$ cat src/rtl/cmp_wb_buffer.sv
// Writeback buffer for the compare FU: a small FIFO of {rob_index, result}
// entries feeding the ROB/regfile writeback port through a valid/ready handshake.
module cmp_wb_buffer #(
    parameter int ROB_INDEX_WIDTH = 4,
    parameter int DEPTH           = 4,
    parameter int XLEN            = 64
) (
    input  logic                       clk,
    input  logic                       rstn,
    input  logic                       flush_i,
    input  logic                       fu_done_i,
    input  logic [ROB_INDEX_WIDTH-1:0] fu_rob_index_i,
    input  logic                       fu_result_i,
    output logic                       fu_stall_o,
    output logic                       wb_valid_o,
    input  logic                       wb_ready_i,
    output logic [ROB_INDEX_WIDTH-1:0] wb_rob_index_o,
    output logic [XLEN-1:0]            wb_data_o,
    output logic [$clog2(DEPTH):0]     count_o
);

    localparam int PW = $clog2(DEPTH);
    localparam int CW = PW + 1;

    logic [PW-1:0]              wr_ptr_q, wr_ptr_d;
    logic [PW-1:0]              rd_ptr_q, rd_ptr_d;
    logic [CW-1:0]              count_q,  count_d;
    logic [ROB_INDEX_WIDTH-1:0] idx_mem_q [DEPTH];
    logic [ROB_INDEX_WIDTH-1:0] idx_mem_d [DEPTH];
    logic                       res_mem_q [DEPTH];
    logic                       res_mem_d [DEPTH];

    logic fire_in;
    logic fire_out;

    // Stall depends only on the registered count, so a same-cycle dequeue never frees a slot.
    assign fu_stall_o = (count_q == CW'(DEPTH));
    assign wb_valid_o = (count_q != '0);
    assign count_o    = count_q;

    assign fire_in  = fu_done_i && !fu_stall_o && !flush_i;
    assign fire_out = wb_valid_o && wb_ready_i && !flush_i;

    // Head outputs read as zero while empty so reset and flush present a clean port.
    assign wb_rob_index_o = wb_valid_o ? idx_mem_q[rd_ptr_q] : '0;
    assign wb_data_o      = {{(XLEN-1){1'b0}}, wb_valid_o & res_mem_q[rd_ptr_q]};

    always_comb begin
        wr_ptr_d  = wr_ptr_q;
        rd_ptr_d  = rd_ptr_q;
        count_d   = count_q;
        idx_mem_d = idx_mem_q;
        res_mem_d = res_mem_q;

        if (flush_i) begin
            wr_ptr_d = '0;
            rd_ptr_d = '0;
            count_d  = '0;
        end else begin
            if (fire_in) begin
                idx_mem_d[wr_ptr_q] = fu_rob_index_i;
                res_mem_d[wr_ptr_q] = fu_result_i;
                wr_ptr_d            = wr_ptr_q + PW'(1);
            end
            if (fire_out) begin
                rd_ptr_d = rd_ptr_q + PW'(1);
            end
            if (fire_in && !fire_out) begin
                count_d = count_q + CW'(1);
            end else if (!fire_in && fire_out) begin
                count_d = count_q - CW'(1);
            end
        end
    end

    always_ff @(posedge clk) begin
        if (!rstn) begin
            wr_ptr_q <= '0;
            rd_ptr_q <= '0;
            count_q  <= '0;
        end else begin
            wr_ptr_q <= wr_ptr_d;
            rd_ptr_q <= rd_ptr_d;
            count_q  <= count_d;
        end
    end

    // Entry storage carries no reset; stale contents are never visible while empty.
    always_ff @(posedge clk) begin
        idx_mem_q <= idx_mem_d;
        res_mem_q <= res_mem_d;
    end

endmodule

$ cat config.mk
export PLATFORM = sky130hd
export DESIGN_NAME = cmp_wb_buffer
export DESIGN_NICKNAME = d
export VERILOG_FILES = /design/src/rtl/cmp_wb_buffer.sv
export SDC_FILE = /design/constraint.sdc
export NUM_CORES = 1
export LEC_CHECK = 0
export ABC_AREA = 1
export CAP_MARGIN = 10
export CORE_MARGIN = 3
export CORE_UTILIZATION = 44
export CTS_CLUSTER_DIAMETER = 60
export CTS_CLUSTER_SIZE = 25
export DETAILED_ROUTE_END_ITERATION = 7
export PLACE_DENSITY = 0.84
export SETUP_SLACK_MARGIN = 0.2
export SYNTH_ARGS = -nofsm -noshare
export SYNTH_HDL_FRONTEND = slang
export SYNTH_SLANG_ARGS = --single-unit
$ cat constraint.sdc
create_clock -name clk -period 3.78 [get_ports clk]
set_input_delay 0.756 -clock clk [delete_from_list [all_inputs] [get_ports clk]]
set_output_delay 0.756 -clock clk [all_outputs]
set_load 0.005 [all_outputs]
; ---- Word level (Yosys, flattened, before mapping)
; Index checks and enable logic that the tools add are counted.
[word_totals]
mem_bits_rw = 0
in_bits = 10
n_memories = 0
latchBits = 0
mem_bits_ro = 0
output_inout_bits = 73
register_bits = 27
wordCells = 54
[op_classes]
n_addsub = 4
n_lt_le_gt_ge = 3
n_mul = 0
eq_ne = 1
n_shift = 0
div_mod_pow = 0
n_mux = 15
n_reduce_logical = 15
bitwise = 5
[op_table]
columns = op, count
row1 = $bwmux 16, 1
row2 = $mux 4, 4
row3 = $bmux 4 s2, 1
row4 = $demux 4 s2, 1
row5 = $logic_and 1x1->1, 7
row6 = $ge 3x3->1 const B, 2
row7 = $mux 3, 2
row8 = $not 2->3, 2
row9 = $add 2x1->2 const B, 2
row10 = $bwmux 4, 1
row11 = $logic_not 1->1, 4
row12 = $add 3x1->3 const B, 1
row13 = $eq 3x3->1 const B, 1
row14 = $lt 3x1->1 const B, 1
row15 = $mux 1, 3
row16 = $reduce_bool 3->1, 1
row17 = $sub 3x1->3 const B, 1
row18 = $bmux 1 s2, 1
row19 = $demux 1 s2, 1
row20 = $not 1->1, 2
row21 = $reduce_and 2->1, 1
row22 = $reduce_bool 2->1, 1
row23 = $reduce_or 2->1, 1
row24 = $and 1x1->1, 1

; ---- Depth between registers and ports, before layout
; Gate-level depths: netlist of the first run.
[logic_depth]
depth_word = 8
depth_mapped = 14
depth_no_buf = 14

; ---- Worst setup path after synthesis of the first run
; OpenSTA, ideal clock, no wires.
[synth_timing]
kind = in2reg
from = input flush_i
to = register count_q[2] (netlist: count_o[2])
cell_stages = 12
setup_ns = 0.113
n_path_buf = 0
setup_slack_ns = 1.790
t_required_ns = 3.667
arrival_time_ns = 1.877
path_cell_list = inv_1 > nand3_2 > inv_1 > ha_1 > inv_1 > fa_1 > inv_1 > nand2_1 > nand3_1 > nand2_1 > nand2_1 > nor2_1
[synth_between]
elab_chain_cells = 5
word_cells_on_any_way = 10
cone_classes = mux: 1 / reduce/logical: 9
[synth_lines]
columns = item, line_no
row1 = from (decl), 10  ; input logic flush_i,
row2 = $logic_not 1->1 *, 41  ; assign fire_in = fu_done_i && !fu_stall_o && !flush_i;
row3 = $logic_and 1x1->1 *, 41
row4 = via fire_in, 33  ; logic fire_in;
row5 = $logic_not 1->1, 70  ; end else if (!fire_in && fire_out) begin
row6 = $logic_and 1x1->1, 70
row7 = $reduce_bool 2->1 (no line), n/a
row8 = to (signal assigned), 84  ; count_q <= count_d;
row9 = to (decl), 27  ; logic [CW-1:0] count_q, count_d;
; Mark *: on every way through the listed nets, which the timed path passes. The rest lies on a longest branch.
; A chain may end at the register's enable or synchronous reset.

; ---- Worst setup path after layout of the first run
[layout_timing]
from = register rd_ptr_q[0]
to = output wb_rob_index_o[3]
[layout_between]
elab_chain_cells = 5
[layout_lines]
columns = item, line_no
row1 = from (decl), 26  ; logic [PW-1:0] rd_ptr_q, rd_ptr_d;
row2 = from (signal assigned), 83  ; rd_ptr_q <= rd_ptr_d;
row3 = $not 2->3 (implied by the code), 45  ; assign wb_rob_index_o = wb_valid_o ? idx_mem_q[rd_ptr_q] : '0;
row4 = $bmux 4 s2, 45
row5 = $mux 4 (implied by the code) (2 in series), 45
row6 = $mux 4, 45
row7 = to (decl), 17  ; output logic [ROB_INDEX_WIDTH-1:0] wb_rob_index_o,
; No other way between the ends. The select of a mux whose other input is x is not followed.

==> results.py, run 1 <==
metrics = {
    "run_status": {
        "status": "completed",
    },
    "worst_setup_path": {
        "rrSetupSlack_ns": 1.89,
        "cpMaxStageDelayCell": "dfxtp_1",
        "path_buf_inv": 2,
        "worstSetupStartpointType": "flop",
        "path_delay_family": "buffers and inverters",
        "critPathArrivalTime_ns": 1.94,
        "crit_chain": "inv_1 -> o21ai_0 -> a21oi_1 -> clkdlybuf4s50_1",
        "worstSetupPathType": "reg -> out",
        "cp.required_ns": 3.02,
        "critPathCaptureType": "primary output",
        "worstPathMaxFanout": 12,
        "slowest_delay_ns": 0.57,
    },
    "layout": {
        "fin_cells": 261,
        "syn2layout_area_growth_pct": 2.47,
        "final_cell_area_sq_um": 1760,
        "regArea_sq_um": 741,
        "diodes": 0,
        "multi_input_area_sq_um": 651,
        "layout.nets": 230,
        "fill_cells": 344,
        "mostFrequentLayoutCell": "conb_1",
        "drive_above_1_share": 0.0469,
        "final_cell_mix": "conb_1 (63), nor2_1 (32), edfxtp_1 (20), clkdlybuf4s50_1 (19), inv_1 (18)",
    },
    "route": {
        "via_per_inst": 4.01,
        "drtIter0Drc": 19,
        "drt_wl_total_mm": 2.64,
        "drcViolationCount": 0,
        "antenna_left": 0,
        "num_vias": 1047,
        "wire_per_inst_um": 10.1,
        "drtPass1Iterations": 4,
    },
    "place": {
        "placed_area_sq_um": 1710,
        "hpwl_mm": 2.01,
        "post-place-cells": 257,
        "gp_congestion": 0.756,
        "portBuffers": 19,
    },
    "logic_synthesis": {
        "synth.distinct_cells": 21,
        "syn_avg_cell_area_sq_um": 8.91,
        "postSynthCellCount": 193,
        "synthesis.yosys.warnings": 0,
        "seq_area_frac_synth": 0.431,
        "ys_seq_elements": 27,
        "syn-cell-area_sq_um": 1720,
    },
    "floorplan": {
        "die_width_um": 68.5,
        "design.core.area_sq_um": 3720,
        "die_h_um": 68.5,
        "rows": 22,
        "initial_core_util": 0.463,
        "pin_count": 83,
        "dieArea_sq_um": 4690,
    },
    "min_path": {
        "hp-class": "reg -> reg",
    },
    "cts": {
        "cts.path.max_buffers": 2,
        "cts_tree": "built",
        "postCtsSetupBuffers": 0,
        "cts_htree_levels": 1,
        "cts.repair.resized": 0,
        "ctsHoldBuffers": 0,
        "insertion_delay_ns": 0.27,
        "cts_sinks": 27,
        "cts-root-buf": "clkbuf_8",
        "cts-buffers-inserted": 3,
        "clk_pin_slew_ns": 0.09,
    },
    "grt": {
        "antenna_found_initial": 0,
        "grt_pass1_wl_mm": 3.75,
        "grt.total_usage": 0.111,
        "grt-ovfl-total": 0,
        "grt_pass1_vias": 864,
        "grt_max_degree": 17,
    },
    "sta": {
        "setup_viol": 0,
        "fin_skew_ns": 0.00422,
        "rsz0062_at_grt": "no",
        "finalHoldViolCount": 0,
        "slew_headroom": 0.641,
        "worstMarginPinSlew_ns": 0.536,
        "finalCriticalPeriod_ns": 2.70,
        "tns_ns": 0,
        "fmaxAchievable_mhz": 371,
        "period_share": 0.714,
        "slew_viol_final": 0,
    },
    "pwr": {
        "p_switching_uw": 145,
        "internal_power_uw": 434,
        "netSwitchingFraction": 0.250,
        "p_clk_frac": 0.282,
        "pwr-share-seq": 0.570,
        "p_per_area_nw_per_um2": 329,
        "power.leakage_nw": 0.792,
        "peakVddDrop_mv": 0.196,
        "power_frac_comb": 0.148,
    },
    "job": {
        "cap_violations": 0,
    },
}
-- kinds of logic after synthesis --
| logic type | synth area share |
|---|---|
| adders and majority gates | 0.0480 |
| buffers and inverters | 0.326 |
| xor gates and xnor gates | 0.00510 |
| other | 0.00218 |
| DFF | 0.431 |
| AOI/OAI and AO/OA | 0.0524 |
| and+or+nand+nor | 0.135 |
-- worst min-delay path: stages (launching register included) --
cell	delay (ns)
dfxtp_1	0.35
nand2_1	0.08
a21oi_1	0.05
-- power groups by stage --
stage               sequential, mW  combinational [mW]  clock [mW]
floorplan                    0.336              0.0970           0
global placement             0.337              0.0815           0
detailed placement           0.337              0.0836           0
CTS                          0.330              0.0841       0.167
global route                 0.331               0.101       0.177
finish                       0.331              0.0856       0.163
-- stage by stage --
step,total power [mW],hold WS (ns),utilization,setup WS [ns]
after floorplan,0.433,0.473,-,1.79
after global placement,0.419,0.498,0.461,1.28
after detailed placement,0.421,0.501,0.461,1.18
after CTS,0.582,0.515,0.474,1.06
after global routing,0.610,0.533,0.474,0.901
final,0.579,0.516,0.474,1.08
-- flip-flops by register name (all words and copies together) (netlist names) --
| signal | count |
|---|---|
| idx_mem_q | 16 |
| res_mem_q | 4 |
| count_o | 3 |
| rd_ptr_q | 2 |
| wr_ptr_q | 2 |
-- cell usage after synthesis (all sizes together) --
library cell / count / share of area
buf: 65 / 0.28
inv: 19 / 0.041
nand2: 17 / 0.040
o21ai: 11 / 0.032
conb: 1 / 0.0022
xor2: 1 / 0.0051
edfxtp: 20 / 0.35
ha: 5 / 0.036
nand3: 4 / 0.015
nor2: 34 / 0.077
dfxtp: 7 / 0.082
a21oi: 7 / 0.020
fa: 1 / 0.012
nand4: 1 / 0.0036
-- final cells by class --
type,instances,share of cell area
Clock inverter,1,0.00426
Multi-Input combinational cell,144,0.369
Clock buffer,3,0.0234
Tap cell,48,0.0341
Inverter,19,0.0405
Sequential cell,27,0.420
Timing Repair Buffer,19,0.108
-- metal layers --
layer,global-route usage,wire [um],vias up
met5,0,0,-
met4,0.0670,54,0
met3,0.0178,253,5
met2,0.198,1330,58
met1,0.123,1010,467
li1,-,-,517
-- path summary, 6_finish.rpt --
| path | to | from | cells after the start |
|---|---|---|---|
| min | wr_ptr_q[0] | wr_ptr_q[0] | 2 |
| min reg2reg | wr_ptr_q[0] | wr_ptr_q[0] | 2 |
| max reg2reg | count_o[2] | count_o[0] | 13 |
| max | wb_rob_index_o[3] | rd_ptr_q[0] | 4 |
(Power assumes the default switching activity.)
==> run 2, diff against run 1 <==
CORE_UTILIZATION = 41   (was 44)
PLACE_DENSITY = 0.79   (was 0.84)
clock period = 2.5 ns   (was 3.78 ns; I/O delays follow)
==> run 2 against run 1 <==
Against the previous run: cell count rose by 0.77%; combinational power rose by 52%; sequential power rose by 51%; cell area rose by 1.5%; worst setup slack got worse by 0.78 ns; non-clock buffer count rose by 1; largest power group unchanged; routed wire length fell by 1.6%.
==> results.py, run 2 (synthesis gave the netlist of run 1 again) <==
metrics = {
    "cts": {
        "cts.path.max_buffers": 2,
        "clk_pin_slew_ns": 0.09,
        "cts_tree": "built",
        "cts_sinks": 27,
        "insertion_delay_ns": 0.27,
        "cts-root-buf": "clkbuf_8",
        "cts_htree_levels": 1,
        "cts-buffers-inserted": 3,
    },
    "worst_setup_path": {
        "rrSetupSlack_ns": 0.67,
        "critPathCaptureType": "primary output",
        "cp.required_ns": 2.00,
        "critPathArrivalTime_ns": 1.69,
        "r2r_end": "count_o[2]",
        "slowest_delay_ns": 0.53,
        "reg2reg_from": "count_o[0]",
        "path_delay_family": "buffers and inverters",
        "startpoint": "count_o[2]",
        "path_depth": 5,
        "worstSetupStartpointType": "flop",
        "worstSetupPathType": "reg -> out",
        "endpoint": "wb_data_o[0]",
        "ff2ff_path_depth": 14,
        "worstPathMaxFanout": 5,
        "crit_chain": "inv_1 -> nand2_2 -> inv_1 -> a21oi_1 -> clkdlybuf4s50_1",
        "cpMaxStageDelayCell": "clkdlybuf4s50_1",
        "cp_common_cell": "inv_1",
        "path_buf_inv": 3,
    },
    "pwr": {
        "power.leakage_nw": 0.798,
        "peakVddDrop_mv": 0.276,
        "p_per_area_nw_per_um2": 493,
    },
    "job": {
        "cap_violations": 0,
    },
    "run_status": {
        "status": "completed",
    },
    "route": {
        "drt_wl_total_mm": 2.60,
        "via_per_inst": 3.95,
        "antenna_left": 0,
        "num_vias": 1038,
        "drtPass1Iterations": 4,
        "drtIter0Drc": 23,
        "drcViolationCount": 0,
        "wire_per_inst_um": 9.89,
    },
    "layout": {
        "largest-register": "idx_mem_q",
        "drive_above_1_share": 0.0791,
        "mostFrequentLayoutCell": "conb_1",
        "layout.nets": 232,
        "final_cell_mix": "conb_1 (63), nor2_1 (32), edfxtp_1 (20), clkdlybuf4s50_1 (19), inv_1 (17)",
        "largest_reg_flops": 16,
        "fin_cells": 263,
        "diodes": 0,
        "syn2layout_area_growth_pct": 4.00,
        "post-route-util": 0.464,
    },
    "place": {
        "dpl_worst_slack_ns": 0.178,
        "post-place-cells": 257,
        "hpwl_mm": 2.02,
        "gp_congestion": 0.814,
        "portBuffers": 19,
    },
    "grt": {
        "grt_max_degree": 17,
        "antenna_found_initial": 0,
        "grt_pass1_wl_mm": 3.84,
        "grt_pass1_vias": 833,
        "grt-ovfl-total": 0,
        "grt.total_usage": 0.0966,
    },
    "min_path": {
        "hp-class": "reg -> reg",
        "min_from": "count_o[1]",
        "hold-path-cell-count": 2,
    },
    "sta": {
        "finalHoldViolCount": 0,
        "period_share": 0.877,
        "finalCriticalPeriod_ns": 2.19,
        "final.setup.worst_slack_ns": 0.307,
        "slew_headroom": 0.643,
        "worstMarginPinSlew_ns": 0.534,
        "fmaxAchievable_mhz": 456,
        "rsz0062_at_grt": "no",
        "slew_viol_final": 0,
        "setup_viol": 0,
        "hold_slack_ns": 0.502,
        "tns_ns": 0,
        "fin_skew_ns": 0.00195,
    },
    "floorplan": {
        "die_width_um": 70.8,
        "pin_count": 83,
        "design.core.area_sq_um": 3850,
        "dieArea_sq_um": 5010,
        "die_h_um": 70.8,
        "initial_core_util": 0.446,
        "rows": 22,
    },
}
-- run 2: cell types whose count changed in the layout (fill, tap and decap cells not counted) --
cell and change:
dfxtp_4 +1, clkinvlp_4 +2, dfxtp_1 -4, buf_4 +1, dfxtp_2 +3, inv_1 -1
-- run 2: worst min path at each step --
stage	end
detailed placement	wr_ptr_q[0]
CTS	wr_ptr_q[0]
floorplan	wr_ptr_q[0]
global route	count_o[1]
finish	count_o[1]
global placement	wr_ptr_q[0]
-- run 2: area by class of cell --
cell class | count | area [sq um]
fill | 382 | 2070
timing repair buffer | 20 | 198
inverter | 19 | 75.1
clock inverter | 1 | 7.51
sequential | 27 | 748
tap | 48 | 60.1
timing repair inverter | 1 | 7.51
clock buffer | 3 | 41.3
multi-input combinational | 144 | 651
-- run 2: metal layers --
metal / GRT usage / vias up / part of all wire
met5: 0 / - / 0
met4: 0.0438 / 0 / 0.013
met3: 0.0142 / 4 / 0.089
met2: 0.166 / 58 / 0.50
met1: 0.120 / 452 / 0.40
li1: - / 524 / -
-- run 2: where the power goes --
group / leakage, nW / switching, mW / internal (mW) / total, mW
clock network: 0.0217 / 0.139 / 0.113 / 0.252
logic: 0.535 / 0.0769 / 0.0527 / 0.130
registers: 0.241 / 0.00834 / 0.491 / 0.500
total: 0.798 / 0.224 / 0.657 / 0.882
-- run 2: tightest hold or removal path: stages, from the launching register on --
cell and delay (ns):
dfxtp_2 0.35, nand2_1 0.06, a21oi_1 0.05
-- run 2: what timing repair did --
action | in CTS | in global routing
hold buffers | 0 | 0
cloned | 1 | 0
setup endpoints to repair | 5 | 5
gates resized for setup | 3 | 4
setup buffers | 1 | 0
-- run 2: per-stage QoR --
step,power [mW],instance area (sq um)
floorplan,0.655,1950
global placement,0.634,1710
detailed placement,0.636,1710
CTS,0.883,1780
global route,0.928,1790
finish,0.882,1790
==> run 3, diff against run 2 <==
CORE_UTILIZATION = 40   (was 41)
PLACE_DENSITY = 0.77   (was 0.79)
==> run 3 against run 2 <==
Against the previous run: critical path depth is the same; combinational power is essentially flat; largest cell class unchanged; cell count grew 0.38%; largest power group unchanged; sequential power is essentially flat; sequential cell count is the same; routed wire length shrank 1.2%; first-iteration DRC count grew 8.7%; highest routed layer unchanged; critical endpoint is now wb_rob_index_o[2].
==> results.py, run 3 (synthesis gave the netlist of run 1 again) <==
metrics = {
    "run_status": {
        "status": "completed",
    },
    "layout": {
        "largest-register": "idx_mem_q",
        "layout.nets": 231,
        "fill_cells": 414,
        "drive_above_1_share": 0.0701,
        "final_cell_mix": "conb_1 (63), nor2_1 (32), edfxtp_1 (20), clkdlybuf4s50_1 (19), inv_1 (17)",
        "diodes": 0,
        "multi_input_area_sq_um": 651,
        "regArea_sq_um": 747,
        "post-route-util": 0.435,
        "mostFrequentLayoutCell": "conb_1",
        "largest_reg_flops": 16,
        "syn2layout_area_growth_pct": 3.42,
    },
    "route": {
        "drcViolationCount": 0,
        "wire_per_inst_um": 9.74,
        "antenna_left": 0,
        "num_vias": 1045,
        "drtPass1Iterations": 4,
        "drt_wl_total_mm": 2.57,
        "via_per_inst": 3.96,
        "drtIter0Drc": 25,
    },
    "cts": {
        "ctsHoldBuffers": 0,
        "cts_htree_levels": 1,
        "cts.path.max_buffers": 2,
        "clk_pin_slew_ns": 0.09,
        "cts-buffers-inserted": 3,
        "cts_tree": "built",
        "insertion_delay_ns": 0.27,
        "cts-root-buf": "clkbuf_8",
        "cts_sinks": 27,
    },
    "min_path": {
        "min_from": "wr_ptr_q[0]",
        "hp-class": "reg -> reg",
        "hold-path-cell-count": 2,
        "holdPathEnd": "wr_ptr_q[0]",
    },
    "floorplan": {
        "die_h_um": 71.6,
        "initial_core_util": 0.421,
        "pin_count": 83,
        "dieArea_sq_um": 5120,
        "rows": 23,
        "design.core.area_sq_um": 4090,
        "die_width_um": 71.6,
    },
    "grt": {
        "grt.total_usage": 0.0984,
        "grt_pass1_wl_mm": 3.96,
        "grt_max_degree": 17,
        "antenna_found_initial": 0,
        "grt-ovfl-total": 0,
        "grt_pass1_vias": 907,
    },
    "sta": {
        "tns_ns": 0,
        "fin_skew_ns": 0.00410,
        "worstMarginPinSlew_ns": 0.557,
        "slew_viol_final": 0,
        "period_share": 0.885,
        "finalCriticalPeriod_ns": 2.21,
        "fmaxAchievable_mhz": 452,
        "rsz0062_at_grt": "yes",
        "finalHoldViolCount": 0,
        "slew_headroom": 0.627,
        "setup_viol": 0,
    },
    "worst_setup_path": {
        "r2r_end": "count_o[2]",
        "worstSetupStartpointType": "flop",
        "critPathArrivalTime_ns": 1.71,
        "critPathCaptureType": "primary output",
        "ff2ff_path_depth": 12,
        "worstPathMaxFanout": 5,
        "startpoint": "count_o[1]",
        "worstSetupPathType": "reg -> out",
        "rrSetupSlack_ns": 0.62,
        "reg2reg_from": "count_o[0]",
        "cp.required_ns": 2.00,
    },
    "pwr": {
        "p_per_area_nw_per_um2": 495,
        "power.leakage_nw": 0.799,
        "peakVddDrop_mv": 0.365,
        "total_power_uw": 879,
    },
    "place": {
        "hpwl_mm": 1.98,
        "portBuffers": 19,
        "gp_congestion": 0.798,
    },
    "job": {
        "cap_violations": 0,
    },
}
-- run 3: report_power, final --
group | switching (mW) | internal [mW]
combinational | 0.0777 | 0.0525
clock | 0.137 | 0.113
sequential | 0.00732 | 0.491
-- run 3: final cells by class --
class                           instances  share of cell area
Multi-Input combinational cell        144               0.366
Clock buffer                            3              0.0232
Tap cell                               50              0.0352
Inverter                               19              0.0401
Timing Repair Buffer                   20               0.111
Sequential cell                        27               0.420
Clock inverter                          1             0.00422
-- run 3: per-stage QoR --
step	instance area, sq um	std cells	hold slack (ns)	worst slack (ns)
6_report	1780	264	0.524	0.287
5_1_grt	1780	264	0.534	0.172
4_1_cts	1770	264	0.526	0.232
3_5_place_dp	1720	260	0.514	0.156
3_3_place_gp	1720	260	0.498	0.254
2_1_floorplan	1950	255	0.473	0.763
-- run 3: per-layer routing --
metal | routed length (um) | GRT usage
met3 | 210 | 0.0126
met2 | 1300 | 0.183
met4 | 46 | 0.0501
met1 | 1020 | 0.109
met5 | 0 | 0
-- run 3: how the worst max path moves through the flow --
stage	to	depth (start not counted)
5_1_grt	wb_rob_index_o[2]	5
3_5_place_dp	count_o[2]	11
4_1_cts	wb_rob_index_o[2]	5
6_report	wb_rob_index_o[2]	5
2_1_floorplan	count_o[2]	14
3_3_place_gp	count_o[2]	13
-- run 3: timing repair --
item / 4_1_cts / 5_1_grt
gates resized for setup: 3 / 2
hold endpoints to repair: 0 / 0
setup endpoints to repair: 3 / 4
buffers inserted: 0 / 0
pin swaps: 0 / 0
-- run 3: worst max-delay path, stage by stage, from the launching register on --
cell             delay, ns
dfxtp_1               0.43
nor2_2                0.07
nand2_2               0.10
inv_1                 0.11
a21oi_1               0.19
clkdlybuf4s50_1       0.53
